`src/rtl/arq_pkg.sv`:
```
// Shared encodings for the stop-and-wait ARQ sender: FSM states, core error-injection
// modes, and a width helper for small counters.
package arq_pkg;

   typedef enum logic [1:0] {
      ST_IDLE  = 2'd0,
      ST_WRITE = 2'd1,
      ST_READ  = 2'd2,
      ST_WAIT  = 2'd3
   } state_t;

   localparam logic [1:0] ERR_NONE   = 2'b00;
   localparam logic [1:0] ERR_SINGLE = 2'b01;
   localparam logic [1:0] ERR_DOUBLE = 2'b10;

   // Bits needed to count 0..n-1, never less than one.
   function automatic int cnt_width(input int n);
      return (n <= 2) ? 1 : $clog2(n);
   endfunction

endpackage

```
`src/rtl/arq_tx_ctrl_if.sv`:
```
// Source handshake, core link and delivery signals of the ARQ sender.
// master = the sender itself, slave = the environment (source, core, sink).
interface arq_tx_ctrl_if #(parameter int DATA_WIDTH = 8);
   logic                  src_valid;
   logic                  src_ready;
   logic [DATA_WIDTH-1:0] src_data;
   logic [1:0]            inj_mode;
   logic                  link_wr_en;
   logic                  link_rd_en;
   logic [DATA_WIDTH-1:0] link_data;
   logic [1:0]            link_err_mode;
   logic [DATA_WIDTH-1:0] link_rx_data;
   logic                  link_ack;
   logic                  link_nack;
   logic                  dlv_valid;
   logic [DATA_WIDTH-1:0] dlv_data;
   logic                  fail;

   modport master (
      input  src_valid, src_data, inj_mode, link_rx_data, link_ack, link_nack,
      output src_ready, link_wr_en, link_rd_en, link_data, link_err_mode,
             dlv_valid, dlv_data, fail
   );

   modport slave (
      output src_valid, src_data, inj_mode, link_rx_data, link_ack, link_nack,
      input  src_ready, link_wr_en, link_rd_en, link_data, link_err_mode,
             dlv_valid, dlv_data, fail
   );
endinterface

```
`src/rtl/arq_sat_counter.sv`:
```
// Saturating up-counter: holds at all-ones instead of wrapping.
module arq_sat_counter #(
   parameter int CNT_W = 8
) (
   input  logic             clk,
   input  logic             rst_n,
   input  logic             inc,
   output logic [CNT_W-1:0] count
);

   always_ff @(posedge clk or negedge rst_n) begin
      if (!rst_n)                    count <= '0;
      else if (inc && (count != '1)) count <= count + 1'b1;
   end

endmodule

```
`src/rtl/arq_tx_ctrl.sv`:
```
// Stop-and-wait ARQ sender feeding the ECC FIFO core: write, read back, await ack/nack,
// retransmit clean copies up to MAX_RETRY times. ARQ_STATS_EN adds retry/fail counters.
module arq_tx_ctrl
   import arq_pkg::*;
#(
   parameter int DATA_WIDTH = 8,
   parameter int TIMEOUT    = 8,
   parameter int MAX_RETRY  = 3
`ifdef ARQ_STATS_EN
   ,
   parameter int CNT_W      = 8
`endif
) (
   input  logic             clk,
   input  logic             rst_n,
   arq_tx_ctrl_if.master    bus,
   output logic             busy
`ifdef ARQ_STATS_EN
   ,
   output logic [CNT_W-1:0] retry_cnt,
   output logic [CNT_W-1:0] fail_cnt
`endif
);

   localparam int AW = cnt_width(MAX_RETRY + 1);
   localparam int TW = cnt_width(TIMEOUT);

   state_t                state, state_d;
   logic [DATA_WIDTH-1:0] hold_q;
   logic [1:0]            inj_q;
   logic [AW-1:0]         attempt;
   logic [TW-1:0]         timer;
   logic                  dlv_valid_q, fail_q;
   logic [DATA_WIDTH-1:0] dlv_data_q;
   logic                  load, deliver, give_up, retry;

   always_ff @(posedge clk or negedge rst_n) begin
      if (!rst_n) state <= ST_IDLE;
      else        state <= state_d;
   end

   // Ack outranks nack; the retry limit is checked before attempt can advance.
   always_comb begin
      state_d = state;
      load    = 1'b0;
      deliver = 1'b0;
      give_up = 1'b0;
      retry   = 1'b0;
      case (state)
         ST_IDLE: if (bus.src_valid) begin
            load    = 1'b1;
            state_d = ST_WRITE;
         end
         ST_WRITE: state_d = ST_READ;
         ST_READ:  state_d = ST_WAIT;
         ST_WAIT: begin
            if (bus.link_ack) begin
               deliver = 1'b1;
               state_d = ST_IDLE;
            end else if (bus.link_nack || (timer == TW'(TIMEOUT - 1))) begin
               if (attempt == AW'(MAX_RETRY)) begin
                  give_up = 1'b1;
                  state_d = ST_IDLE;
               end else begin
                  retry   = 1'b1;
                  state_d = ST_WRITE;
               end
            end
         end
         default: state_d = ST_IDLE;
      endcase
   end

   always_ff @(posedge clk or negedge rst_n) begin
      if (!rst_n) begin
         hold_q      <= '0;
         inj_q       <= ERR_NONE;
         attempt     <= '0;
         timer       <= '0;
         dlv_valid_q <= 1'b0;
         dlv_data_q  <= '0;
         fail_q      <= 1'b0;
      end else begin
         if (load) begin
            hold_q  <= bus.src_data;
            inj_q   <= bus.inj_mode;
            attempt <= '0;
         end else if (retry) begin
            attempt <= attempt + 1'b1;
         end
         if (state == ST_READ)      timer <= '0;
         else if (state == ST_WAIT) timer <= timer + 1'b1;
         dlv_valid_q <= deliver;
         fail_q      <= give_up;
         if (deliver) dlv_data_q <= bus.link_rx_data;
      end
   end

   assign bus.src_ready     = (state == ST_IDLE);
   assign busy              = (state != ST_IDLE);
   assign bus.link_wr_en    = (state == ST_WRITE);
   assign bus.link_rd_en    = (state == ST_READ);
   // Errors are injected on the first attempt only; retransmissions go out clean.
   assign bus.link_err_mode = (state == ST_READ && attempt == '0) ? inj_q : ERR_NONE;
   assign bus.link_data     = hold_q;
   assign bus.dlv_valid     = dlv_valid_q;
   assign bus.dlv_data      = dlv_data_q;
   assign bus.fail          = fail_q;

`ifdef ARQ_STATS_EN
   arq_sat_counter #(.CNT_W(CNT_W)) u_retry_cnt (
      .clk   (clk),
      .rst_n (rst_n),
      .inc   (retry),
      .count (retry_cnt)
   );

   arq_sat_counter #(.CNT_W(CNT_W)) u_fail_cnt (
      .clk   (clk),
      .rst_n (rst_n),
      .inc   (give_up),
      .count (fail_cnt)
   );
`endif

endmodule

```
`src/flat_wrapper.sv`:
```
// flat-port wrapper written by rule: the top's interface ports become plain ports
module arq_tx_ctrl_flat import arq_pkg::*;
#(
   parameter int DATA_WIDTH = 8,
   parameter int TIMEOUT    = 8,
   parameter int MAX_RETRY  = 3

)
  (clk, rst_n, busy, bus_src_valid, bus_src_data, bus_inj_mode, bus_link_rx_data, bus_link_ack, bus_link_nack, bus_src_ready, bus_link_wr_en, bus_link_rd_en, bus_link_data, bus_link_err_mode, bus_dlv_valid, bus_dlv_data, bus_fail);
  arq_tx_ctrl_if #(.DATA_WIDTH(DATA_WIDTH)) bus_i ();
  input  logic clk;
  input  logic rst_n;
  output logic busy;
  input wire logic [$bits(bus_i.src_valid)-1:0] bus_src_valid;
  input wire logic [$bits(bus_i.src_data)-1:0] bus_src_data;
  input wire logic [$bits(bus_i.inj_mode)-1:0] bus_inj_mode;
  input wire logic [$bits(bus_i.link_rx_data)-1:0] bus_link_rx_data;
  input wire logic [$bits(bus_i.link_ack)-1:0] bus_link_ack;
  input wire logic [$bits(bus_i.link_nack)-1:0] bus_link_nack;
  output wire logic [$bits(bus_i.src_ready)-1:0] bus_src_ready;
  output wire logic [$bits(bus_i.link_wr_en)-1:0] bus_link_wr_en;
  output wire logic [$bits(bus_i.link_rd_en)-1:0] bus_link_rd_en;
  output wire logic [$bits(bus_i.link_data)-1:0] bus_link_data;
  output wire logic [$bits(bus_i.link_err_mode)-1:0] bus_link_err_mode;
  output wire logic [$bits(bus_i.dlv_valid)-1:0] bus_dlv_valid;
  output wire logic [$bits(bus_i.dlv_data)-1:0] bus_dlv_data;
  output wire logic [$bits(bus_i.fail)-1:0] bus_fail;
  assign bus_i.src_valid = bus_src_valid;
  assign bus_i.src_data = bus_src_data;
  assign bus_i.inj_mode = bus_inj_mode;
  assign bus_i.link_rx_data = bus_link_rx_data;
  assign bus_i.link_ack = bus_link_ack;
  assign bus_i.link_nack = bus_link_nack;
  assign bus_src_ready = bus_i.src_ready;
  assign bus_link_wr_en = bus_i.link_wr_en;
  assign bus_link_rd_en = bus_i.link_rd_en;
  assign bus_link_data = bus_i.link_data;
  assign bus_link_err_mode = bus_i.link_err_mode;
  assign bus_dlv_valid = bus_i.dlv_valid;
  assign bus_dlv_data = bus_i.dlv_data;
  assign bus_fail = bus_i.fail;
  arq_tx_ctrl #(.DATA_WIDTH(DATA_WIDTH), .TIMEOUT(TIMEOUT), .MAX_RETRY(MAX_RETRY)) u_core (.clk(clk), .rst_n(rst_n), .bus(bus_i), .busy(busy));
endmodule
```
`config.mk`:
```
export PLATFORM = sky130hd
export DESIGN_NAME = arq_tx_ctrl_flat
export DESIGN_NICKNAME = d
export VERILOG_FILES = /design/src/rtl/arq_pkg.sv /design/src/rtl/arq_tx_ctrl_if.sv /design/src/rtl/arq_sat_counter.sv /design/src/rtl/arq_tx_ctrl.sv /design/src/flat_wrapper.sv
export SDC_FILE = /design/constraint.sdc
export NUM_CORES = 1
export LEC_CHECK = 0
export ABC_AREA = 1
export BUFFER_PORTS_ARGS = -buffer_cell sky130_fd_sc_hd__buf_2
export CORE_MARGIN = 4
export CORE_UTILIZATION = 35
export CTS_BUF_LIST = sky130_fd_sc_hd__clkbuf_4
export CTS_CLUSTER_DIAMETER = 100
export CTS_CLUSTER_SIZE = 25
export DETAILED_ROUTE_END_ITERATION = 8
export GPL_TIMING_DRIVEN = 0
export PLACE_DENSITY = 0.7
export RECOVER_POWER = 50
export SLEW_MARGIN = 20
export SYNTH_ARGS = -nofsm -noshare
export SYNTH_HDL_FRONTEND = slang
export SYNTH_SLANG_ARGS = --single-unit
```
`constraint.sdc`:
```
create_clock -name clk -period 1.4 [get_ports clk]
set_input_delay 0.14 -clock clk [delete_from_list [all_inputs] [get_ports clk]]
set_output_delay 0.14 -clock clk [all_outputs]
set_load 0.01 [all_outputs]
```
# Word-level counts from Yosys, hierarchy flattened
# Index checks and enable logic that the tools add are counted.
[op_classes] n_addsub=2 eq_ne=7 mux=22 n_reduce_logical=8
[op_table] cell="1-bit 2-to-1 mux" n=13
[op_table] cell="2-bit 2-to-1 mux" n=6
[op_table] cell="2-bit one-hot mux with 4 select lines" n=1
[op_table] cell="2-bit equality test (second input constant)" n=3
[op_table] cell="3-bit 2-to-1 mux" n=2
[op_table] cell="2-bit nonzero test" n=3
[op_table] cell="2-bit logical NOT" n=2
[op_table] cell="3-bit by 1-bit adder with 3-bit output (second input constant)" n=1
[op_table] cell="3-bit equality test (second input constant)" n=1
[op_table] cell="3-bit by 2-bit inequality test with 1-bit output (second input constant)" n=1
[op_table] cell="2-bit by 1-bit adder with 2-bit output (second input constant)" n=1
[op_table] cell="2-bit by 1-bit equality test with 1-bit output (second input constant)" n=1
[op_table] cell="2-bit inequality test (second input constant)" n=1
[op_table] cell="2-bit AND reduction" n=1
[op_table] cell="1-bit logical AND" n=1
[op_table] cell="1-bit logical OR" n=1
[totals] regBits=27 inputBits=23 output_inout_bits=24 wordCells=47

# Depth between registers and ports, before layout
# Gate-level depths: netlist of run 1.
[logic_depth] depth_word=7 depth_mapped=8 ltp_nobuf=7

# Least setup slack after synthesis of run 1
# No wires, ideal clock.
[synth_path] path_type="register to register" start="register u_core.state[0]" end="register u_core.hold_q[0], in the netlist u_core.bus.link_data[0]" setup_time_ns=0.117 t_arrival_ns=1.164 t_required_ns=1.283 path_slack_ns=0.120 path_stages_with_launch=7 path_buffers=1 synth_period_minus_slack_ns=1.280 path_cell_list="dfrtp_1 -> inv_1 -> ha_1 -> nand2_1 -> buf_2 -> nand2_1 -> nand2_1"
[synth_via] elab_chain_cells=2
[synth_lines] item="start, declared" line="arq_tx_ctrl.sv:28" source="state_t state, state_d;"
[synth_lines] item="start signal, assigned" line="arq_tx_ctrl.sv:39" source="else state <= state_d;"
[synth_lines] item="2-bit logical NOT"
[synth_lines] item="named net bus_src_ready" line="flat_wrapper.sv:20" source="output wire logic [$bits(bus_i.src_ready)-1:0] bus_src_ready;"
[synth_lines] item="1-bit 2-to-1 mux" line="arq_tx_ctrl.sv:49" source="case (state)"
[synth_lines] item="end signal, assigned" line="arq_tx_ctrl.sv:85" source="hold_q <= bus.src_data;"
[synth_lines] item="end, declared" line="arq_tx_ctrl.sv:29" source="logic [DATA_WIDTH-1:0] hold_q;"
# The timed path passes the listed nets, and every way through them passes these cells.
# A chain may end at the register's enable or synchronous reset.

# Final worst setup path of run 1
[layout_path] start="register u_core.state[0]" end="output port busy"
[layout_via] elab_chain_cells=1
[layout_lines] item="2-bit nonzero test" line="arq_tx_ctrl.sv:100" source="assign busy = (state != ST_IDLE);"
[layout_lines] item="end, declared" line="flat_wrapper.sv:13" source="output logic busy;"
# No other way between the ends.

==> results of run 1 <==
[metal layers]
layer	up-vias	routed length [um]	global-route usage
met3	0	122	0.0213
li1	577	-	-
met1	554	1280	0.163
met4	0	0	0.0397
met5	-	0	0
met2	25	1770	0.262
[sequential cells by signal, summed over array words and instances, names as in the netlist]
signal,flops
u_core.bus.dlv_valid,1
u_core.attempt,2
u_core.bus.dlv_data,8
u_core.state,2
u_core.bus.link_data,8
u_core.bus.fail,1
u_core.timer,3
u_core.inj_q,2
[worst min-delay path: stages]
cell	delay, ns
buf_2	0.08
nand2_1	0.04
nand2_1	0.05
[cell usage in the layout, fill, tap and decap left out, types with 3 or more instances in the layout]
cell / synthesis / routed
buf_4: 0 / 8
dlygate4sd3_1: 0 / 8
buf_2: 3 / 32
inv_4: 2 / 3
ha_4: 0 / 4
ha_1: 9 / 4
dfrtp_1: 27 / 27
clkbuf_4: 0 / 3
inv_1: 8 / 5
nand2_1: 57 / 56
nand3_1: 22 / 21
clkbuf_1: 0 / 9
buf_6: 1 / 9
[power by group through the flow]
stage / Clock [W] / Sequential, W / Combinational [W]
detailed placement: 0 / 0.00133 / 0.00147
floorplan: 0 / 0.00141 / 0.000847
global placement: 0 / 0.00132 / 0.00143
CTS: 0.000355 / 0.00131 / 0.00189
global route: 0.000379 / 0.00135 / 0.00229
finish: 0.000334 / 0.00131 / 0.00206
[final timing paths]
path	endpoint	slack (ns)	cells after the start
min reg2reg	u_core.bus.link_data[4]$_DFFE_PN0P_	0.49	2
max in group asynchronous	u_core.bus.dlv_data[6]$_DFFE_PN0P_	0.58	2
max	busy	-0.08	5
min in group asynchronous	u_core.state[0]$_DFFE_PN0P_	0.36	2
max reg2reg	u_core.state[0]$_DFFE_PN0P_	0.07	7
min	u_core.bus.dlv_data[5]$_DFFE_PN0P_	0.02	3
[cells by family after synthesis]
kind of cell	Yosys count	synth area share
xor+xnor	1	0.00685
compound gates	1	0.00587
buf+inv	14	0.0538
simple gates	89	0.317
flops	27	0.528
fa+ha+maj	9	0.0881
[cell type report]
| cell class | instances | area, sq um |
|---|---|---|
| Buffer | 3 | 31.3 |
| Clock buffer | 3 | 22.5 |
| Clock inverter | 1 | 5.00 |
| Fill cell | 350 | 1570 |
| Inverter | 10 | 45.0 |
| Multi-Input combinational cell | 100 | 609 |
| Sequential cell | 27 | 676 |
| Tap cell | 46 | 57.6 |
| Timing Repair Buffer | 65 | 424 |
[stage by stage]
stage | area (sq um) | power, W | hold WS [ns]
floorplan | 1280 | 0.00226 | -0.156
global placement | 1570 | 0.00276 | 0.189
detailed placement | 1570 | 0.00280 | 0.198
CTS | 1820 | 0.00355 | 0.00539
global route | 1870 | 0.00402 | 0.0109
finish | 1870 | 0.00370 | 0.0182
[what timing repair did]
action / 4_1_cts / 5_1_grt
gates resized for setup: 20 / 12
pin swaps: 3 / 2
hold buffers: 8 / 0
buffers inserted: 7 / 4
hold endpoints to repair: 34 / 0
setup endpoints to repair: 15 / 27
==> reports/metrics.cfg, run 1 <==
[sta]
finalCritPeriodShare=1.05
max_slew_margin=0.545
fmax_mhz=677
period_minus_slack_ns=1.48
finClkSkew_ns=0.00677
rsz0062_at_grt=yes
tightestPinTransition_ns=0.682
slew_violations=0
tns_ns=-0.244
setup_viol=4
worst_slack_ns=-0.0769
hold_viol=0

[drt]
remaining_drc_errors=0
dr.first_iter.drc_count=40
drt-total-wl_mm=3.18
ant_nets=0
route.vias.total=1156
dr.pass1.iters=4
wl_per_cell_um=12.5
vias_per_cell=4.53

[logic_synthesis]
ys_warn_count=0
synthTopCellsByCount=nand2_1 (57), dfrtp_1 (27), nand3_1 (22), ha_1 (9), inv_1 (8)
yosysMostFrequentCell=nand2_1
synthCells=141
avgSynthCellArea_sq_um=9.07
ys_ff_latch=27
synthFlopType=dfrtp_1
seq_area_frac_synth=0.528
synth_top_area_share=0.528
ys_types=17
async_flop_share=1.00
yosys.area.top_type=dfrtp_1
syn_area_sq_um=1280
ys_top_cells_by_area=dfrtp_1 (53%), nand2_1 (17%), ha_1 (8.8%)
syn_nets=173
synth_edf_count=0

[final_layout]
layout.cells.non_filler=255
drive_above_1_share=0.359
antennaDiodeCount=0
area_delta_synth_final_pct=46.3
nets=242
post-route-util=0.543

[grt]
grt_pass1_vias=1149
grt_pass1_wl_mm=5.00
grt_max_degree=28
grt_antenna_before_repair=0
grt.total_usage=0.140
globalRoute.totalOverflow=0

[floorplanning]
initial_core_util=0.372
row_count=21
fp.dieW_um=68.4
dieArea_sq_um=4680
chipHeight_um=68.4
io_pins=47
core_area_sq_um=3440

[flow_run]
drv_cap=0

[clock_tree]
clkTransAtPathRegs_ns=0.15
cts_buffer_depth=2
worstSkewPairLatency_ns=0.32
root_buffer=clkbuf_4
cts.sinks=27
cts_buffers=3
htreeDepth=1
cts_tree=yes

[setup_path]
critPathBufInv=4
critical_path_required_ns=1.26
slowest_stage=dfrtp_1
endpoint_kind=output port
critPathLaunch=u_core.state[0]$_DFFE_PN0P_
crit_chain=inv_2 > ha_4 > buf_8 > inv_4 > buf_6
r2r_start=u_core.state[1]$_DFFE_PN0P_
critPathKind=reg2out
arrival_ns=1.34
cpLargestDelayFamily=flip-flops
start_kind=register
slowest_delay_ns=0.43
path_max_fanout=10

[power]
power_frac_seq=0.354
ir_drop_v=0.000643
p_int_w=0.00221
power.switching_w=0.00149
clkPwrFrac=0.090
p_comb_frac=0.556
p_per_area_nw_per_um2=1980
p_sw_frac=0.402
p_leak_nw=1.02

[place]
dp_slack_ns=-0.00466
dp_hpwl_mm=2.05
dp.cells=233
gp_congestion=0.705
portBuffers=46

[min_path]
hp-start=bus_link_rx_data[5]
worstHoldPathType=in2reg

[outcome]
outcome=complete, but fails checks
violations=setup timing

Power figures use the tool's default switching activity.
==> run 2: changes to the inputs <==
--- a/config.mk
+++ b/config.mk
@@ -7,9 +7,10 @@
 export LEC_CHECK = 0
 export ABC_AREA = 1
 export BUFFER_PORTS_ARGS = -buffer_cell sky130_fd_sc_hd__buf_2
+export CAP_MARGIN = 20
 export CORE_MARGIN = 4
 export CORE_UTILIZATION = 35
-export CTS_BUF_LIST = sky130_fd_sc_hd__clkbuf_4
+export CTS_BUF_LIST = sky130_fd_sc_hd__clkbuf_8
 export CTS_CLUSTER_DIAMETER = 100
 export CTS_CLUSTER_SIZE = 25
 export DETAILED_ROUTE_END_ITERATION = 8
==> reports/metrics.cfg, run 2 (synthesis results as in run 1) <==
[grt]
grt_pass1_vias=1089  ; -5.2%
grt_antenna_before_repair=0  ; unchanged
grt_max_degree=28  ; unchanged
grt_pass1_wl_mm=4.71  ; -5.7%
globalRoute.totalOverflow=0  ; unchanged
grt.total_usage=0.134  ; -0.00619

[setup_path]
critical_path_required_ns=1.26  ; about the same
start_kind=register
path_max_fanout=4  ; -6
arrival_ns=1.24  ; -0.10 ns
endpoint_kind=output port
crit_chain=inv_2 > ha_4 > and3_1 > buf_2
slowest_stage=dfrtp_1
critPathKind=reg2out
cpLargestDelayFamily=flip-flops
critPathBufInv=2  ; -2
slowest_delay_ns=0.40  ; -0.03 ns

[sta]
finClkSkew_ns=0.00192  ; -0.00485 ns
slew_violations=0  ; unchanged
rsz0062_at_grt=yes
max_slew_margin=0.541  ; -0.00420
worst_slack_ns=0.0168  ; +0.0937 ns
period_minus_slack_ns=1.38  ; -0.0937 ns
tns_ns=0  ; +0.244 ns
fmax_mhz=723  ; +6.8%
setup_viol=0  ; -4
hold_viol=0  ; unchanged
tightestPinTransition_ns=0.689  ; +0.00630 ns
finalCritPeriodShare=0.988  ; -0.0669

[floorplanning]
row_count=21  ; unchanged
fp.dieW_um=68.4  ; unchanged
core_area_sq_um=3440  ; unchanged
initial_core_util=0.372  ; unchanged
io_pins=47  ; unchanged
dieArea_sq_um=4680  ; unchanged
chipHeight_um=68.4  ; unchanged

[clock_tree]
cts.sinks=27  ; unchanged
root_buffer=clkbuf_8
worstSkewPairLatency_ns=0.27  ; -0.05 ns
clkTransAtPathRegs_ns=0.09  ; -0.06 ns
htreeDepth=1  ; unchanged
cts_tree=yes
cts_buffer_depth=2  ; unchanged
cts_buffers=3  ; unchanged

[final_layout]
final_design_area_no_fill_sq_um=1720  ; -8.3%
drive_above_1_share=0.342  ; -0.0171
post-route-util=0.498  ; -0.0451
antennaDiodeCount=0  ; unchanged
layout_common_cells=nand2_1 (57), buf_2 (37), dfrtp_1 (26)
area_delta_synth_final_pct=34.1
layout_commonest_cell=nand2_1
nets=232  ; -4.1%

[drt]
wl_per_cell_um=11.6  ; -6.7%
ant_nets=0  ; unchanged
dr.pass1.iters=4  ; unchanged
dr.first_iter.drc_count=36  ; -10%
route.vias.total=1106  ; -4.3%
remaining_drc_errors=0  ; unchanged
vias_per_cell=4.51  ; -0.42%
drt-total-wl_mm=2.85  ; -10%

[power]
p_leak_nw=0.968  ; -5.5%
p_per_area_nw_per_um2=2040  ; +2.9%
ir_drop_v=0.000727  ; +13%

[place]
dp_slack_ns=-0.00466  ; unchanged
placed_area_sq_um=1570  ; unchanged
gp_congestion=0.705  ; unchanged
dp_hpwl_mm=2.05  ; unchanged
portBuffers=46  ; unchanged

[outcome]
outcome=finished, final reports clean

[flow_run]
drv_cap=0  ; unchanged

[min_path]
worstHoldPathType=in2reg

==> run 2: cell count changes in the layout (fill, tap and decap cells not counted), sizes merged <==
cell | previous run | this run
buf | 50 | 47
dlygate4sd3 | 8 | 1
==> run 2: through the flow <==
stage | power, W | hold WS, ns | cells
6_report | 0.00349 | 0.0553 | 245
2_1_floorplan | 0.00226 | -0.156 | 141
3_5_place_dp | 0.00280 | 0.198 | 233
4_1_cts | 0.00346 | 0.0473 | 242
5_1_grt | 0.00382 | 0.0530 | 245
3_3_place_gp | 0.00276 | 0.189 | 233
==> run 2: layout make-up <==
cell class / instances / area [sq um]
flip-flops and latches: 27 / 677
well taps: 46 / 57.6
clock inverters: 1 / 5.00
fillers: 346 / 1730
multi-input cells: 100 / 567
inverters: 10 / 47.5
clock buffers: 3 / 41.3
repair buffers: 54 / 288
plain buffers: 4 / 32.5
==> run 2: repair_timing <==
action                                  CTS  global route
endpoints found under the setup margin   11             8
pin swaps                                 1             2
resized for setup                        10             5
hold buffers                              1             0
endpoints found under the hold margin    27             0
buffers inserted                          4             3
==> run 2: worst paths after layout <==
check	from	to	slack, ns	depth (start not counted)
hold reg to reg	u_core.bus.link_data[4]$_DFFE_PN0P_	u_core.bus.link_data[4]$_DFFE_PN0P_	0.48	2
max in group asynchronous	rst_n	u_core.state[1]$_DFFE_PN0P_	0.50	2
setup reg to reg	u_core.state[1]$_DFFE_PN0P_	u_core.state[0]$_DFFE_PN0P_	0.04	9
hold / removal	bus_link_rx_data[1]	u_core.bus.dlv_data[1]$_DFFE_PN0P_	0.06	3
min in group asynchronous	rst_n	u_core.state[0]$_DFFE_PN0P_	0.43	2
setup / recovery	u_core.state[0]$_DFFE_PN0P_	bus_link_err_mode[0]	0.02	4
==> run 2: metal layers <==
metal  up-vias  track usage  share of wire
li1        557            -              -
met1       521        0.157           0.43
met2        26        0.243           0.51
met3         2       0.0230          0.049
met4         0       0.0447         0.0084
met5         -            0              0
==> run 2: worst register-to-register path, cell delays in order (launching register included) <==
cell     delay [ns]
dfrtp_2        0.46
buf_4          0.15
ha_1           0.18
buf_6          0.14
inv_4          0.06
nor2_4         0.03
nand2_2        0.08
nand3_1        0.07
nand2_1        0.06
nand2_1        0.04
==> run 2: power by group <==
part / internal, W / switching, W
registers: 0.00112 / 0.000204
logic: 0.000780 / 0.000956
clock network: 0.000199 / 0.000236
total: 0.00210 / 0.00140
==> run 3: changes to the inputs <==
--- a/config.mk
+++ b/config.mk
@@ -15,6 +15,7 @@
 export CTS_CLUSTER_SIZE = 25
 export DETAILED_ROUTE_END_ITERATION = 8
 export GPL_TIMING_DRIVEN = 0
+export MAX_ROUTING_LAYER = met4
 export PLACE_DENSITY = 0.7
 export RECOVER_POWER = 50
 export SLEW_MARGIN = 20
==> reports/metrics.cfg, run 3 (synthesis results as in run 1) <==
[place]
gp_congestion=0.713  ; +1.1%
dp_slack_ns=-0.00466  ; unchanged
dp.cells=233  ; unchanged
placed_area_sq_um=1570  ; unchanged
portBuffers=46  ; unchanged
dp_hpwl_mm=2.05  ; unchanged

[power]
p_per_area_nw_per_um2=2040  ; about the same
p_leak_nw=0.968  ; unchanged
p_comb_frac=0.497  ; about the same
ir_drop_v=0.000728  ; +0.17%
p_int_w=0.00210  ; about the same
power.switching_w=0.00140  ; about the same
total_power_w=0.00349  ; about the same
p_sw_frac=0.400  ; about the same
power_frac_seq=0.378  ; about the same
clkPwrFrac=0.125  ; about the same

[clock_tree]
root_buffer=clkbuf_8
cts_buffer_depth=2  ; unchanged
cts.sinks=27  ; unchanged
worstSkewPairLatency_ns=0.27  ; about the same
htreeDepth=1  ; unchanged
clkTransAtPathRegs_ns=0.09  ; about the same
cts_buffers=3  ; unchanged
cts_tree=yes

[drt]
remaining_drc_errors=0  ; unchanged
wl_per_cell_um=11.6  ; about the same
dr.first_iter.drc_count=37  ; +2.8%
drt-total-wl_mm=2.85  ; about the same
vias_per_cell=4.53  ; +0.36%
ant_nets=0  ; unchanged
route.vias.total=1110  ; +0.36%
dr.pass1.iters=4  ; unchanged

[flow_run]
drv_cap=0  ; unchanged

[setup_path]
slowest_delay_ns=0.40  ; about the same
path_max_fanout=4  ; unchanged
arrival_ns=1.24  ; about the same
critPathKind=reg2out
crit_chain=inv_2 > ha_4 > and3_1 > buf_2
slowest_stage=dfrtp_1
endpoint_kind=output port
critical_path_required_ns=1.26  ; about the same
start_kind=register

[final_layout]
layout.cells.non_filler=245  ; unchanged
fill_cells=346  ; unchanged
antennaDiodeCount=0  ; unchanged
ff_latch_area_sq_um=677  ; unchanged
layout_common_cells=nand2_1 (57), buf_2 (37), dfrtp_1 (26)
area_delta_synth_final_pct=34.1  ; unchanged
layout_commonest_cell=nand2_1
multi_input_area_sq_um=567  ; unchanged
nets=232  ; unchanged
final_design_area_no_fill_sq_um=1720  ; unchanged
drive_above_1_share=0.342  ; unchanged

[min_path]
worstHoldPathType=in2reg

[sta]
fmax_mhz=723  ; about the same
hold_viol=0  ; unchanged
slew_violations=0  ; unchanged
worst_slack_ns=0.0175  ; +0.000684 ns
rsz0062_at_grt=yes
max_slew_margin=0.540  ; -0.000909
setup_viol=0  ; unchanged
tightestPinTransition_ns=0.690  ; +0.00136 ns
worst_hold_slack_ns=0.0552  ; -0.0000613 ns
finClkSkew_ns=0.00117  ; -0.000751 ns
finalCritPeriodShare=0.988  ; about the same
period_minus_slack_ns=1.38  ; -0.000684 ns

[grt]
grt_antenna_before_repair=0  ; unchanged
grt_max_degree=28  ; unchanged
globalRoute.totalOverflow=0  ; unchanged
grt.total_usage=0.138  ; +0.00379
grt_pass1_vias=1088  ; -0.092%
grt_pass1_wl_mm=4.71  ; unchanged

[floorplanning]
fp.dieW_um=68.4  ; unchanged
row_count=21  ; unchanged
io_pins=47  ; unchanged
initial_core_util=0.372  ; unchanged
core_area_sq_um=3440  ; unchanged
dieArea_sq_um=4680  ; unchanged
chipHeight_um=68.4  ; unchanged

[outcome]
outcome=finished, final reports clean

run 3: cell counts in the layout (fill, tap and decap cells not counted):
No cell type changed its count.
run 3: layer usage:
layer	up-vias	routed length, um	GRT usage
met5	-	0	-
met4	0	44	0.0447
met3	4	140	0.0213
met2	28	1440	0.243
met1	521	1220	0.158
li1	557	-	-
run 3: path summary, 6_finish.rpt:
| kind | start | end | slack (ns) | cells past startpoint |
|---|---|---|---|---|
| min in group asynchronous | rst_n | u_core.state[0]$_DFFE_PN0P_ | 0.43 | 2 |
| min reg2reg | u_core.bus.link_data[4]$_DFFE_PN0P_ | u_core.bus.link_data[4]$_DFFE_PN0P_ | 0.48 | 2 |
| max in group asynchronous | rst_n | u_core.state[1]$_DFFE_PN0P_ | 0.50 | 2 |
| max | u_core.state[0]$_DFFE_PN0P_ | bus_link_err_mode[0] | 0.02 | 4 |
| max reg2reg | u_core.state[1]$_DFFE_PN0P_ | u_core.state[0]$_DFFE_PN0P_ | 0.04 | 9 |
| min | bus_link_rx_data[1] | u_core.bus.dlv_data[1]$_DFFE_PN0P_ | 0.06 | 3 |
run 3: area by class of cell:
type | count | area share
plain buffers | 4 | 0.0190
clock buffers | 3 | 0.0241
repair buffers | 54 | 0.168
well taps | 46 | 0.0336
flip-flops and latches | 27 | 0.395
clock inverters | 1 | 0.00292
inverters | 10 | 0.0277
multi-input cells | 100 | 0.330
run 3: power by group through the flow:
stage / clock network, W / logic, W / registers [W]
2_1_floorplan: 0 / 0.000847 / 0.00141
3_3_place_gp: 0 / 0.00143 / 0.00132
3_5_place_dp: 0 / 0.00147 / 0.00133
4_1_cts: 0.000461 / 0.00168 / 0.00132
5_1_grt: 0.000485 / 0.00197 / 0.00136
6_report: 0.000436 / 0.00174 / 0.00132
run 3: what timing repair did:
action | in CTS | in global routing
hold buffers | 1 | 0
cloned | 0 | 0
buffers inserted | 4 | 3
pin swaps | 1 | 2
gates resized for setup | 10 | 5
endpoints found under the hold margin | 27 | 0
endpoints found under the setup margin | 11 | 8
run 3: critical path, delay by kind of cell, from the launching register on:
kind	cells	cell delay, ns
flip-flops	1	0.40
buffers and inverters	2	0.25
adder cells (fa/ha/maj)	1	0.16
AND/OR/NAND/NOR	1	0.16
run 3: through the flow:
stage | TNS (ns) | utilization
3_5_place_dp | -0.00466 | 0.455
6_report | 0 | 0.498
3_3_place_gp | 0 | 0.455
5_1_grt | -0.152 | 0.498
2_1_floorplan | 0 | -
4_1_cts | 0 | 0.490
